`src/rtl/operand_fetch_stage_pkg.sv`:
```
// Shared sizing constants and helpers for the operand-fetch stage.
package operand_fetch_stage_pkg;
  localparam int REG_W       = 32;
  localparam int REG_IDX_W   = 4;
  localparam int NUM_REGS    = 16;
  localparam int STALL_CNT_W = 16;

  // True when an enabled register-index port targets idx.
  function automatic logic idx_hit(input logic en,
                                   input logic [REG_IDX_W-1:0] port_idx,
                                   input logic [REG_IDX_W-1:0] idx);
    return en && (port_idx == idx);
  endfunction
endpackage

```
`src/rtl/operand_fetch_stage_scoreboard.sv`:
```
// Pending-write scoreboard: one busy bit per register, set has priority over both clears.
module operand_fetch_stage_scoreboard
  import operand_fetch_stage_pkg::*;
(
  input  logic                 clock,
  input  logic                 reset_n,
  input  logic                 set_en,
  input  logic [REG_IDX_W-1:0] set_idx,
  input  logic                 clr_en,
  input  logic [REG_IDX_W-1:0] clr_idx,
  input  logic                 fclr_en,
  input  logic [REG_IDX_W-1:0] fclr_idx,
  output logic [NUM_REGS-1:0]  busy
);
  logic [NUM_REGS-1:0] busy_q, busy_d;

  always_comb begin
    busy_d = busy_q;
    if (clr_en)  busy_d[clr_idx]  = 1'b0;
    if (fclr_en) busy_d[fclr_idx] = 1'b0;
    if (set_en)  busy_d[set_idx]  = 1'b1;
  end

  always_ff @(posedge clock or negedge reset_n) begin
    if (!reset_n) busy_q <= '0;
    else          busy_q <= busy_d;
  end

  assign busy = busy_q;
endmodule

```
`src/rtl/operand_fetch_stage.sv`:
```
// Operand fetch: hazard detection against the scoreboard, writeback bypass,
// and a single valid/ready output register toward execute.
module operand_fetch_stage
  import operand_fetch_stage_pkg::*;
#(
  parameter int CTRL_W = 8
) (
  input  logic                   clock,
  input  logic                   reset_n,
  input  logic                   in_valid,
  output logic                   in_ready,
  input  logic [REG_IDX_W-1:0]   in_rs1,
  input  logic [REG_IDX_W-1:0]   in_rs2,
  input  logic [REG_IDX_W-1:0]   in_rd,
  input  logic                   in_wr_en,
  input  logic                   in_use_imm,
  input  logic [REG_W-1:0]       in_imm,
  input  logic [CTRL_W-1:0]      in_ctrl,
  output logic [REG_IDX_W-1:0]   RA,
  output logic [REG_IDX_W-1:0]   RB,
  input  logic [REG_W-1:0]       BusA,
  input  logic [REG_W-1:0]       BusB,
  input  logic                   wb_en,
  input  logic [REG_IDX_W-1:0]   wb_rd,
  input  logic [REG_W-1:0]       wb_data,
  input  logic                   flush,
  output logic                   out_valid,
  input  logic                   out_ready,
  output logic [REG_W-1:0]       out_a,
  output logic [REG_W-1:0]       out_b,
  output logic [REG_IDX_W-1:0]   out_rd,
  output logic                   out_wr_en,
  output logic [CTRL_W-1:0]      out_ctrl,
  output logic [STALL_CNT_W-1:0] stall_cycles
);
  logic [NUM_REGS-1:0]    busy;
  logic                   hit1, hit2, hitd, raw, waw, hazard, issue, fclr_en;
  logic [REG_W-1:0]       op_a, op_b;
  logic                   out_valid_q;
  logic [REG_W-1:0]       out_a_q, out_b_q;
  logic [REG_IDX_W-1:0]   out_rd_q;
  logic                   out_wr_en_q;
  logic [CTRL_W-1:0]      out_ctrl_q;
  logic [STALL_CNT_W-1:0] stall_q;

  assign RA = in_rs1;
  assign RB = in_rs2;

  // A same-cycle writeback to a busy source satisfies it through the bypass.
  always_comb begin
    hit1     = idx_hit(wb_en, wb_rd, in_rs1);
    hit2     = idx_hit(wb_en, wb_rd, in_rs2);
    hitd     = idx_hit(wb_en, wb_rd, in_rd);
    raw      = (busy[in_rs1] && !hit1) || (!in_use_imm && busy[in_rs2] && !hit2);
    waw      = in_wr_en && busy[in_rd] && !hitd;
    hazard   = in_valid && (raw || waw);
    in_ready = (!out_valid_q || out_ready) && !hazard && !flush;
    issue    = in_valid && in_ready;
    op_a     = hit1 ? wb_data : BusA;
    op_b     = in_use_imm ? in_imm : (hit2 ? wb_data : BusB);
  end

  assign fclr_en = flush && out_valid_q && out_wr_en_q;

  operand_fetch_stage_scoreboard u_sb (
    .clock    (clock),
    .reset_n  (reset_n),
    .set_en   (issue && in_wr_en),
    .set_idx  (in_rd),
    .clr_en   (wb_en),
    .clr_idx  (wb_rd),
    .fclr_en  (fclr_en),
    .fclr_idx (out_rd_q),
    .busy     (busy)
  );

  always_ff @(posedge clock or negedge reset_n) begin
    if (!reset_n) begin
      out_valid_q <= 1'b0;
      out_a_q     <= '0;
      out_b_q     <= '0;
      out_rd_q    <= '0;
      out_wr_en_q <= 1'b0;
      out_ctrl_q  <= '0;
    end else if (issue) begin
      out_valid_q <= 1'b1;
      out_a_q     <= op_a;
      out_b_q     <= op_b;
      out_rd_q    <= in_rd;
      out_wr_en_q <= in_wr_en;
      out_ctrl_q  <= in_ctrl;
    end else if (flush || out_ready) begin
      out_valid_q <= 1'b0;
    end
  end

  always_ff @(posedge clock or negedge reset_n) begin
    if (!reset_n)                   stall_q <= '0;
    else if (hazard && stall_q != '1) stall_q <= stall_q + 1'b1;
  end

  assign out_valid    = out_valid_q;
  assign out_a        = out_a_q;
  assign out_b        = out_b_q;
  assign out_rd       = out_rd_q;
  assign out_wr_en    = out_wr_en_q;
  assign out_ctrl     = out_ctrl_q;
  assign stall_cycles = stall_q;
endmodule

```
`config.mk`:
```
export PLATFORM = sky130hd
export DESIGN_NAME = operand_fetch_stage
export DESIGN_NICKNAME = d
export VERILOG_FILES = /design/src/rtl/operand_fetch_stage_pkg.sv /design/src/rtl/operand_fetch_stage_scoreboard.sv /design/src/rtl/operand_fetch_stage.sv
export SDC_FILE = /design/constraint.sdc
export NUM_CORES = 1
export LEC_CHECK = 0
export BUFFER_PORTS_ARGS = -buffer_cell sky130_fd_sc_hd__buf_2
export CORE_ASPECT_RATIO = 0.9
export CORE_MARGIN = 2
export CORE_UTILIZATION = 35
export DETAILED_ROUTE_END_ITERATION = 12
export GPL_ROUTABILITY_DRIVEN = 0
export GPL_TIMING_DRIVEN = 0
export SLEW_MARGIN = 20
export SYNTH_ARGS = -nofsm -noshare
export SYNTH_HDL_FRONTEND = slang
export SYNTH_SLANG_ARGS = --single-unit
```
`constraint.sdc`:
```
create_clock -name clock -period 3.3 [get_ports clock]
set_clock_uncertainty 0.05 [all_clocks]
set_input_delay 0.495 -clock clock [delete_from_list [all_inputs] [get_ports clock]]
set_output_delay 0.495 -clock clock [all_outputs]
set_load 0.02 [all_outputs]
```
==> Word-level counts from Yosys, hierarchy flattened <==
Index checks and enable logic that the tools add are counted.
{ "totals": {"reg_bits": 110, "input_bits": 160, "out_inout_bits": 103, "wordCells": 77} }
{ "classes": {"n_addsub": 1, "n_lt_le_gt_ge": 8, "eq_ne": 4, "n_mux": 20, "bitwise_logic": 5, "n_reduce_logical": 31} }
{ "op_table": {"columns": ["operator", "n"], "rows": [
  ["two-way mux 32 bit", 3],
  ["two-way mux 16 bit", 3],
  ["bitwise AND 16 bit", 2],
  ["inverter 16 bit", 2],
  ["< comparator 4 x 5 -> 1 bit (second input constant)", 5],
  ["logical AND 1 bit", 19],
  ["adder 16 x 1 -> 16 bit (second input constant)", 1],
  ["inequality test 16 bit (second input constant)", 1],
  ["bitwise OR 16 bit", 1],
  ["binary-select mux 1 bit (select 4 bit)", 3],
  ["demux 1 bit (select 4 bit)", 3],
  ["equality test 4 bit", 3],
  ["greater-or-equal comparator 4 x 1 -> 1 bit (second input constant)", 3],
  ["two-way mux 1 bit", 8],
  ["logical NOT 1 bit", 7],
  ["logical OR 1 bit", 4],
  ["nonzero test 2 bit", 1]
]} }

==> Longest topological paths before layout <==
Gate-level depths: netlist (run 1).
{ "depth": {"word_depth": 13, "depth_mapped": 10, "depth_no_buf": 7} }

==> Cells and area by module <==
A second synthesis (run 1) with hierarchy kept.
{ "hier_totals": {"cells_unflattened": 541, "area_unflattened_um2": 5994.5} }
{ "by_module_without_submodules": {"columns": ["mod", "n_inst", "cells_per_inst", "area_per_inst_um2", "seq_area_each_um2"], "rows": [
  ["operand_fetch_stage", 1, 468, 5151.2, 2352.3],
  ["operand_fetch_stage_scoreboard", 1, 73, 843.3, 400.4]
]} }

==> Least setup slack after synthesis (run 1) <==
Ideal clock, no wire load.
{ "synth_timing": {"path_type": "input to output", "startpoint": "input wb_rd[2]", "endpoint": "output in_ready", "t_arrival_ps": 2656, "t_required_ps": 2755, "path_slack_ps": 99, "stages": 7, "n_path_buf": 2, "cell_sequence": "clkbuf_1 > xor2_1 > nor4_1 > o32ai_2 > o21ai_1 > buf_2 > and2_1"} }
{ "synth_between": {"elab_chain_cells": 10, "word_cells_on_any_way": 18, "classes_between": "eq/ne: 3; reduce/logical: 15"} }
{ "synth_rtl": {"columns": ["item", "line", "rtl"], "rows": [
  ["start, declared", "operand_fetch_stage.sv:24", "input logic [REG_IDX_W-1:0] wb_rd,"],
  ["equality test 4 bit", "operand_fetch_stage_pkg.sv:12", "return en && (port_idx == idx);"],
  ["logical AND 1 bit", "operand_fetch_stage_pkg.sv:12", null],
  ["logical NOT 1 bit", "operand_fetch_stage.sv:54", "raw = (busy[in_rs1] && !hit1) || (!in_use_imm && busy[in_rs2] && !hit2);"],
  ["logical AND 1 bit", "operand_fetch_stage.sv:54", null],
  ["logical OR 1 bit", "operand_fetch_stage.sv:54", null],
  ["logical OR 1 bit (*)", "operand_fetch_stage.sv:56", "hazard = in_valid && (raw || waw);"],
  ["logical AND 1 bit (*)", "operand_fetch_stage.sv:56", null],
  ["logical NOT 1 bit (*)", "operand_fetch_stage.sv:57", "in_ready = (!out_valid_q || out_ready) && !hazard && !flush;"],
  ["logical AND 1 bit (*) (2 in series)", "operand_fetch_stage.sv:57", null],
  ["end, declared", "operand_fetch_stage.sv:11", "output logic in_ready,"]
]} }
Every way passes the cells marked *; elsewhere a longest branch is shown, timed or not.

==> Worst setup path in the final report (run 1) <==
{ "layout_timing": {"startpoint": "register u_sb.busy_q[10], in the netlist u_sb.busy[10]", "endpoint": "output in_ready"} }
{ "layout_between": {"elab_chain_cells": 10, "word_cells_on_any_way": 17, "classes_between": "mux: 6; reduce/logical: 11"} }
{ "layout_rtl": {"columns": ["item", "line", "rtl"], "rows": [
  ["start, declared", "operand_fetch_stage_scoreboard.sv:15", "logic [NUM_REGS-1:0] busy_q, busy_d;"],
  ["start signal, assigned", "operand_fetch_stage_scoreboard.sv:26", "else busy_q <= busy_d;"],
  ["binary-select mux 1 bit (select 4 bit)", "operand_fetch_stage.sv:54", null],
  ["two-way mux 1 bit (implied by the code)", "operand_fetch_stage.sv:54", null],
  ["logical AND 1 bit (2 in series)", "operand_fetch_stage.sv:54", null],
  ["logical OR 1 bit", "operand_fetch_stage.sv:54", null],
  ["logical OR 1 bit (*)", "operand_fetch_stage.sv:56", null],
  ["logical AND 1 bit (*)", "operand_fetch_stage.sv:56", null],
  ["logical NOT 1 bit (*)", "operand_fetch_stage.sv:57", null],
  ["logical AND 1 bit (*) (2 in series)", "operand_fetch_stage.sv:57", null]
]} }
Every way passes the cells marked *; elsewhere a longest branch is shown, timed or not. The select of a mux whose other input is x is not followed.

==> impl_metrics.json, run 1 <==
{
  "crit_required_ns": 2.75,
  "synth_cell_type_count": 40,
  "final_cell_mix": "buf_2, dfrtp_1, mux2i_1, nand2_1, nor2_1",
  "num-nets-final": 1022,
  "die_area_mm2": 0.0185,
  "synthFlopType": "dfrtp_1",
  "start_util": 0.360,
  "cts_root_buffer": "clkbuf_16",
  "io_buffers": 254,
  "syn_area_mm2": 0.00611,
  "vdd_drop_max_mv": 0.310,
  "grt-ovfl-total": 0,
  "antenna_found_initial": 1,
  "status": "finished, final reports clean",
  "synthesis.area_per_instance_um2": 10.3,
  "instances_no_fill": 1102,
  "clk_latency_ns": 0.36,
  "hpwlAfterDp_mm": 15.1,
  "rows": 45,
  "rsz0062_at_grt": "false",
  "htree_num_levels": 3,
  "routedWlPerCell_um": 17.7,
  "clk_path_buf_depth": 2,
  "hold_violations": 0,
  "first_iter_violations": 373,
  "cellLeakagePower_uw": 0.00371,
  "grtUsageTotal": 0.212,
  "synthesis.nets": 753,
  "hold_slack_ns": 0.0398,
  "tightest_slew_ns": 0.746,
  "crit_fanout": 10,
  "worstSetupPathType": "flip-flop to output port",
  "area_delta_synth_final_pct": 32.5,
  "place_inst": 1084,
  "die-width_um": 143,
  "hold_path_class": "primary input to async pin",
  "cts_buffers": 9,
  "drive_gt1_frac": 0.431,
  "cellPowerDensity_mw_per_mm2": 602,
  "ys_seq_area_frac": 0.450,
  "ant_nets": 0,
  "grt_max_degree": 57,
  "finalSetupViolCount": 0,
  "path_clk_slew_ns": 0.08,
  "fin_crit_sh": 0.958,
  "num_vias": 5530,
  "grt_pass1_wl_mm": 29.9,
  "ys_ff_latch": 110,
  "reg2reg_from": "u_sb.busy[10]$_DFF_PN0_",
  "drv_cap": 0,
  "final_common_cell": "buf_2",
  "drtPass1Iterations": 5,
  "start_kind": "flip-flop",
  "avgViaCountPerCell": 5.02,
  "cp-startpoint": "u_sb.busy[10]$_DFF_PN0_",
  "period_needed_ns": 3.16,
  "remaining_drc_errors": 0,
  "ios": 263,
  "max_freq_mhz": 316,
  "die_h_um": 129,
  "grt_pass1_vias": 5453,
  "arrival_ns": 2.62,
  "end_kind": "output port",
  "clock-sinks": 110,
  "synth-edff-count": 0,
  "postSynthCellCount": 592,
  "synthArstFlopShare": 1.00,
  "max-slew-margin-rel": 0.499,
  "p_total_uw": 4870,
  "synth_warnings": 0,
  "wirelength_mm": 19.5,
  "cts_tree": "built",
  "maxSlewViolCount": 0,
  "coreArea_mm2": 0.0170
}
-- area by class of cell --
cell class,count,area (um2)
Buffer,48,241
Antenna cell,1,2.50
Fill cell,1675,8900
Tap cell,235,294
Sequential cell,110,2750
Inverter,6,22.5
Clock buffer,10,229
Clock inverter,6,115
Timing Repair Buffer,258,1330
Multi-Input combinational cell,428,3120
-- metrics by stage --
| stage | setup WS (ns) | instance area [um2] | utilization | setup TNS (ns) |
|---|---|---|---|---|
| final | 0.139 | 8100 | 0.476 | 0 |
| after global routing | 0.0258 | 8100 | 0.476 | 0 |
| after CTS | 0.0661 | 8100 | 0.476 | 0 |
| after detailed placement | -0.187 | 7740 | 0.455 | -2.86 |
| after global placement | -1.73 | 7680 | 0.452 | -159.68 |
| after floorplan | 0.0991 | 6110 | - | 0 |
-- metal layers --
| metal | part of all wire | routed length, um | vias to the layer above | track usage |
|---|---|---|---|---|
| met5 | 0 | 0 | - | 0 |
| met3 | 0.090 | 1760 | 22 | 0.0706 |
| met4 | 0.017 | 326 | 0 | 0.0623 |
| met2 | 0.47 | 9210 | 252 | 0.347 |
| li1 | - | - | 2625 | - |
| met1 | 0.42 | 8220 | 2631 | 0.270 |
-- synth_stat cells, types with 7 or more instances --
cell type  count  area (um2)
dfrtp_1      110        2750
mux2i_1       68         681
nand2_1       60         225
nor2_1        47         176
mux2_2        46         518
o21ai_0       45         225
a21oi_1       39         195
clkbuf_1      21        78.8
xor2_1        21         184
buf_2         17        85.1
mux4_2        12         270
nor3_1        12        60.1
nand3_1       11        55.1
buf_4         10        75.1
a31o_2         7        61.3
-- timing repair --
| item | in CTS | in global routing |
|---|---|---|
| setup endpoints to repair | 1 | 3 |
| hold buffers | 0 | 0 |
| resized for setup | 1 | 2 |
| setup buffers | 1 | 0 |
| pin swaps | 1 | 1 |
-- path summary, 6_finish.rpt --
path | slack [ns] | endpoint | depth (start not counted)
max | 0.14 | in_ready | 7
min | 0.04 | out_b[12]$_DFFE_PN0P_ | 1
max reg2reg | 0.28 | out_a[28]$_DFFE_PN0P_ | 7
min reg2reg | 0.44 | stall_cycles[10]$_DFFE_PN0P_ | 1
max in group asynchronous | 2.49 | stall_cycles[0]$_DFFE_PN0P_ | 2
min in group clock | 0.31 | out_ctrl[3]$_DFFE_PN0P_ | 2
-- flip-flops by register name, indices dropped and copies added, names as in the netlist --
signal	cells
out_a	32
out_b	32
stall_cycles	16
u_sb.busy	16
out_ctrl	8
out_rd	4
out_valid	1
out_wr_en	1
-- critical path: stages, from the launching register on --
cell and delay [ns]:
dfrtp_1 0.46, mux4_2 0.47, mux4_2 0.49, nor3b_1 0.20
o21ai_2 0.17, buf_4 0.19, and2_1 0.13, buf_2 0.16
-- kinds of logic (layout without fill, tap and decap cells) --
family / Yosys count / after routing / synth area share
other: 0 / 1 / 0
XOR/XNOR: 27 / 27 / 0.0387
adder cells (fa/ha/maj): 1 / 1 / 0.00205
AO/OA/AOI/OAI: 107 / 107 / 0.0995
buffers and inverters: 54 / 328 / 0.0428
multiplexers: 126 / 126 / 0.240
AND/OR/NAND/NOR: 167 / 167 / 0.126
flip-flops: 110 / 110 / 0.450
-- power by group --
group	switching, uW	total (uW)	internal (uW)
combinational	986	1660	674
clock	527	1280	749
sequential	245	1940	1690
No activity file was read; power rests on OpenSTA's default activity.
==> inputs of run 2 (changes only) <==
--- a/config.mk
+++ b/config.mk
@@ -12,6 +12,8 @@
 export DETAILED_ROUTE_END_ITERATION = 12
 export GPL_ROUTABILITY_DRIVEN = 0
 export GPL_TIMING_DRIVEN = 0
+export PLACE_DENSITY = 0.65
+export SETUP_SLACK_MARGIN = 0.5
 export SLEW_MARGIN = 20
 export SYNTH_ARGS = -nofsm -noshare
 export SYNTH_HDL_FRONTEND = slang
==> run 2 against run 1 <==
Effect of this change: first-iteration DRC count up 0.54%; die area unchanged; core utilization up 0.61 points; via count up 0.58%; critical path depth unchanged; non-clock buffer count up 4; cell count up 0.27%; sequential share of layout area down 0.43 points; register-to-register slack better by 0.32 ns; setup slack better by 0.16 ns; hold slack worse by 0.037 ns; clock power down 12%; critical path type unchanged.
==> impl_metrics.json, run 2 (synthesized netlist as in run 1, its figures left out) <==
{
  "status": "finished, final reports clean",
  "die_h_um": 129,
  "cts_buffers": 9,
  "hold_violations": 0,
  "area_delta_synth_final_pct": 34.2,
  "ios": 263,
  "max-slew-margin-rel": 0.504,
  "wirelength_mm": 19.4,
  "crit_required_ns": 2.75,
  "start_kind": "flip-flop",
  "grt_max_degree": 64,
  "final_common_cell": "buf_2",
  "finalSetupViolCount": 0,
  "arrival_ns": 2.45,
  "final_cell_mix": "buf_2, dfrtp_1, mux2i_1, nand2_1, nor2_1",
  "setup_tns_ns": 0,
  "clock-sinks": 110,
  "coreArea_mm2": 0.0170,
  "hold_path_class": "primary input to async pin",
  "first_iter_violations": 375,
  "max_freq_mhz": 334,
  "htree_num_levels": 3,
  "routedWlPerCell_um": 17.5,
  "fin_area_mm2": 0.00820,
  "grtUsageTotal": 0.208,
  "rows": 45,
  "num_vias": 5562,
  "worst-r2r-setup-slack_ns": 0.60,
  "remaining_drc_errors": 0,
  "crit_fanout": 4,
  "drtPass1Iterations": 5,
  "hpwlAfterDp_mm": 14.9,
  "io_buffers": 254,
  "grt_pass1_vias": 5429,
  "drv_cap": 0,
  "clk_latency_ns": 0.36,
  "cellLeakagePower_uw": 0.00375,
  "path_clk_slew_ns": 0.08,
  "rsz0062_at_grt": "true",
  "maxSlewViolCount": 0,
  "n_antenna_cell": 0,
  "avgViaCountPerCell": 5.03,
  "period_needed_ns": 3.00,
  "ant_nets": 0,
  "worstSetupPathType": "flip-flop to output port",
  "clk_path_buf_depth": 2,
  "start_util": 0.360,
  "drive_gt1_frac": 0.440,
  "num-nets-final": 1026,
  "vdd_drop_max_mv": 0.282,
  "p_total_uw": 4780,
  "cts_root_buffer": "clkbuf_16",
  "place_inst": 1082,
  "cts_tree": "built",
  "antenna_found_initial": 1,
  "hold_slack_ns": 0.00256,
  "tightest_slew_ns": 0.744,
  "instances_no_fill": 1105,
  "cts-hold-fix-buffers": 0,
  "placed_area_mm2": 0.00777,
  "die-width_um": 143,
  "fin_crit_sh": 0.908,
  "cellPowerDensity_mw_per_mm2": 582,
  "grt-ovfl-total": 0,
  "die_area_mm2": 0.0185,
  "end_kind": "output port",
  "grt_pass1_wl_mm": 29.5
}
==> run 2: cell types whose count changed in the layout (fill, tap and decap cells not counted), moves of 3 or more <==
cell,change
clkbuf_1,-3
buf_2,-8
buf_4,+4
clkbuf_4,+3
clkinv_4,+3
buf_6,+3
==> run 2: worst paths after layout <==
path,endpoint,cells past startpoint,from
worst max register to register,out_b[14]$_DFFE_PN0P_,7,u_sb.busy[4]$_DFF_PN0_
worst min register to register,stall_cycles[6]$_DFFE_PN0P_,1,stall_cycles[6]$_DFFE_PN0P_
worst max-delay path,in_ready,7,u_sb.busy[4]$_DFF_PN0_
max in group asynchronous,out_b[12]$_DFFE_PN0P_,2,reset_n
worst min-delay path,u_sb.busy[5]$_DFF_PN0_,1,reset_n
min in group clock,out_ctrl[4]$_DFFE_PN0P_,2,in_ctrl[4]
==> run 2: repair_timing <==
item                                    4_1_cts  5_1_grt
endpoints found under the setup margin       89       66
pin swaps                                     3        1
setup buffers                                 7        0
gates resized for setup                       4       14
==> run 2: final cells by class <==
class / count / area [um2]
Inverter: 6 / 22.5
Buffer: 48 / 277
Clock buffer: 10 / 239
Tap cell: 235 / 294
Sequential cell: 110 / 2750
Timing Repair Buffer: 262 / 1380
Clock inverter: 6 / 70.1
Multi-Input combinational cell: 428 / 3170
Fill cell: 1687 / 8800
==> run 2: metal layers <==
metal	vias up	part of all wire	track usage
li1	2650	-	-
met1	2668	0.45	0.275
met2	219	0.47	0.345
met3	23	0.065	0.0521
met4	2	0.016	0.0525
met5	-	0.00057	0
==> run 2: through the flow <==
stage	util	worst slack, ns
detailed placement	0.457	-0.236
global route	0.482	0.217
CTS	0.480	0.228
global placement	0.454	-0.614
floorplan	-	0.473
finish	0.482	0.304
==> run 2: worst max-delay path, stage by stage, from the launching register on <==
cell and delay (ns):
dfrtp_1 0.42, mux4_2 0.48, mux4_2 0.50, nor3b_4 0.19, o21ai_4 0.16, buf_6 0.11, and2_4 0.13, buf_6 0.11
==> run 2: where the power goes <==
part | leakage (uW) | total, uW | switching, uW | internal (uW)
combinational | 0.00228 | 1700 | 1000 | 700
sequential | 0.00132 | 1940 | 247 | 1690
clock | 0.000153 | 1130 | 518 | 616
==> inputs of run 3 (changes only) <==
--- a/config.mk
+++ b/config.mk
@@ -5,6 +5,7 @@
 export SDC_FILE = /design/constraint.sdc
 export NUM_CORES = 1
 export LEC_CHECK = 0
+export ABC_AREA = 1
 export BUFFER_PORTS_ARGS = -buffer_cell sky130_fd_sc_hd__buf_2
 export CORE_ASPECT_RATIO = 0.9
 export CORE_MARGIN = 2
@@ -12,7 +13,7 @@
 export DETAILED_ROUTE_END_ITERATION = 12
 export GPL_ROUTABILITY_DRIVEN = 0
 export GPL_TIMING_DRIVEN = 0
-export PLACE_DENSITY = 0.65
+export PLACE_DENSITY = 0.64
 export SETUP_SLACK_MARGIN = 0.5
 export SLEW_MARGIN = 20
 export SYNTH_ARGS = -nofsm -noshare
==> constraint.sdc (replaced) <==
create_clock -name clock -period 3.8 [get_ports clock]
set_clock_uncertainty 0.05 [all_clocks]
set_input_delay 0.57 -clock clock [delete_from_list [all_inputs] [get_ports clock]]
set_output_delay 0.57 -clock clock [all_outputs]
set_load 0.02 [all_outputs]
==> run 3 against run 2 <==
Effect of this change: routed wire length increased by 21%; total power decreased by 18%; sequential share of layout area down 1.5 points; clock-buffer cell count up 1; area after synthesis up 8.5%; synthesized cell count rose by 71%; sequential cell count did not move; critical path depth grew 5; cell count up 39%; clock power is 9% lower; critical path type is now primary input to output port.
==> impl_metrics.json, run 3 <==
{
  "crit_fanout": 8,
  "grt_max_degree": 68,
  "start_kind": "primary input",
  "hold_violations": 0,
  "placed_area_mm2": 0.00826,
  "ant_nets": 0,
  "yosys-top-cells-count": "nand2_1, dfrtp_1, inv_1",
  "vdd_drop_max_mv": 0.261,
  "p_total_uw": 3910,
  "hold_path_class": "primary input to async pin",
  "clk_path_buf_depth": 2,
  "synth_top_area_cell": "dfrtp_1",
  "combPwrFrac": 0.329,
  "cp-startpoint": "in_rd[1]",
  "grt_pass1_wl_mm": 36.4,
  "max_stage_delay_ns": 0.25,
  "ys_seq_area_frac": 0.415,
  "cellPowerDensity_mw_per_mm2": 456,
  "die_h_um": 135,
  "cts_tree": "built",
  "die-width_um": 149,
  "intPower_uw": 2440,
  "synth_top_area_share": 0.415,
  "slowest_stage": "nand3_1",
  "die_area_mm2": 0.0201,
  "instances_no_fill": 1531,
  "crit_top_cell": "nand2_1",
  "r2r_end": "out_b[7]$_DFFE_PN0P_",
  "maxSlewViolCount": 0,
  "tightest_slew_ns": 0.788,
  "worst-r2r-setup-slack_ns": 1.27,
  "syn_area_mm2": 0.00663,
  "power.switching_uw": 1480,
  "routedWlPerCell_um": 15.2,
  "first_iter_violations": 458,
  "cellLeakagePower_uw": 0.00487,
  "period_needed_ns": 2.87,
  "postSynthCellCount": 1010,
  "synth_compound_area_frac": 0.119,
  "synthesis.nets": 1171,
  "synth_fa_ha_area_frac": 0.00189,
  "place_inst": 1513,
  "clock-sinks": 110,
  "dpl_worst_slack_ns": 0.712,
  "setup_tns_ns": 0,
  "coreArea_mm2": 0.0185,
  "rows": 47,
  "synthesis.area_per_instance_um2": 6.56,
  "final_common_cell": "nand2_1",
  "cts_buffers": 9,
  "synth_warnings": 0,
  "arrival_ns": 2.25,
  "grt-ovfl-total": 0,
  "synth.area.mux_share": 0,
  "drive_gt1_frac": 0.242,
  "synth_xor_area_frac": 0.0198,
  "netlist_top_cells_area": "dfrtp_1, nand2_1, o21ai_0",
  "rsz0062_at_grt": "false",
  "end_kind": "output port",
  "synthArstFlopShare": 1.00,
  "synth-edff-count": 0,
  "path_clk_slew_ns": 0.07,
  "avgViaCountPerCell": 4.81,
  "synth-simple-area-share": 0.343,
  "wirelength_mm": 23.3,
  "yosysMostFrequentCell": "nand2_1",
  "ios": 263,
  "fin_ws_ns": 0.929,
  "area_delta_synth_final_pct": 29.4,
  "dr.max_layer_used": "met4",
  "ff2ff_path_depth": 13,
  "grt_pass1_vias": 6944,
  "grtUsageTotal": 0.232,
  "final_cell_mix": "nand2_1, buf_2, dfrtp_1, inv_1, o21ai_0",
  "hpwlAfterDp_mm": 18.0,
  "start_util": 0.359,
  "num-nets-final": 1440,
  "synthFlopType": "dfrtp_1",
  "io_buffers": 257,
  "synth_top_family_by_area": "simple AND/OR/NAND/NOR gates",
  "ys_ff_latch": 110,
  "status": "finished, final reports clean",
  "wl_met3_mm": 1.98,
  "antenna_found_initial": 2,
  "wl_met1_mm": 9.91,
  "crit_required_ns": 3.18,
  "post_cts_buffers": 0,
  "reg2reg_from": "u_sb.busy[15]$_DFF_PN0_",
  "drv_cap": 0,
  "wl_met2_mm": 10.8,
  "finalSetupViolCount": 0,
  "remaining_drc_errors": 0,
  "cp_top_family": "simple AND/OR/NAND/NOR gates",
  "cts_root_buffer": "clkbuf_16",
  "max-slew-margin-rel": 0.475,
  "post_cts_resized": 0,
  "crit_buf_inv": 3,
  "clk_latency_ns": 0.35,
  "p_sw_frac": 0.378,
  "fin_area_mm2": 0.00858,
  "cp_cell_sequence": "buf_2 -> inv_2 -> nand2_1 -> nor2_1 -> nor2_1 -> nand2_1 -> nand2_1 -> nand2_1 -> o21ai_1 -> nand3_1 -> a21oi_1 -> buf_2",
  "num_vias": 7358,
  "p_clk_frac": 0.264,
  "p_seq_frac": 0.407,
  "fin_crit_sh": 0.756,
  "htree_num_levels": 3,
  "cts-hold-fix-buffers": 0,
  "max_freq_mhz": 348,
  "synth_cell_type_count": 27,
  "worstSetupPathType": "primary input to output port",
  "drtPass1Iterations": 5
}
==> run 3: cell count changes after synthesis, sizes merged, moves of 30 or more <==
cell,before,now
mux2,46,0
nand2,60,426
mux2i,68,0
nor2,47,77
o21ai,47,91
nand3,11,59
inv,6,100
==> run 3: per-stage QoR <==
step | utilization | hold WS (ns)
after global placement | 0.445 | 0.400
after global routing | 0.464 | 0.114
after CTS | 0.464 | 0.0995
final | 0.465 | 0.0928
after detailed placement | 0.447 | 0.404
after floorplan | - | 0.224
==> run 3: per-layer routing <==
metal | track usage | up-vias
met2 | 0.375 | 258
li1 | - | 3685
met5 | 0 | -
met3 | 0.0703 | 36
met4 | 0.0778 | 0
met1 | 0.297 | 3379
==> run 3: cells by family after synthesis <==
family / count (synthesis)
flops: 110
buf+inv: 160
simple gates: 576
fa+ha+maj: 1
compound gates: 148
xor+xnor: 15
==> run 3: final cells by class <==
type                            instances  area (um2)
Multi-Input combinational cell        740        3210
Buffer                                 58         288
Tap cell                              245         307
Inverter                              102         383
Clock buffer                           11         233
Fill cell                            1980        9890
Sequential cell                       110        2750
Timing Repair Buffer                  258        1320
Antenna cell                            2        5.00
Clock inverter                          5        83.8
==> run 3: worst reg2reg max path, stage by stage, from the launching register on <==
cell	delay [ns]
dfrtp_1	0.39
inv_1	0.11
nor2_1	0.06
nor2_1	0.10
nand2_1	0.06
nand2_1	0.07
nand2_1	0.06
o21ai_1	0.15
nand3_1	0.25
nor3_4	0.45
buf_2	0.35
buf_4	0.23
nand2_1	0.08
nand2_1	0.06
==> run 3: how the worst max path moves through the flow <==
stage                              endpoint  slack [ns]  cells after the start
finish                             in_ready        0.93                     12
global route                       in_ready        0.85                     12
CTS                                in_ready        1.00                     12
detailed placement    out_b[10]$_DFFE_PN0P_        0.71                     15
global placement    out_ctrl[6]$_DFFE_PN0P_        0.64                      1
floorplan                          in_ready        1.38                     11
==> run 3: power groups by stage <==
stage,Clock (uW),Sequential (uW),Combinational (uW)
final,1030,1590,1290
after global routing,1100,1630,1430
after CTS,1070,1590,1300
after detailed placement,0,1600,1300
after global placement,0,1600,1280
after floorplan,0,1870,483
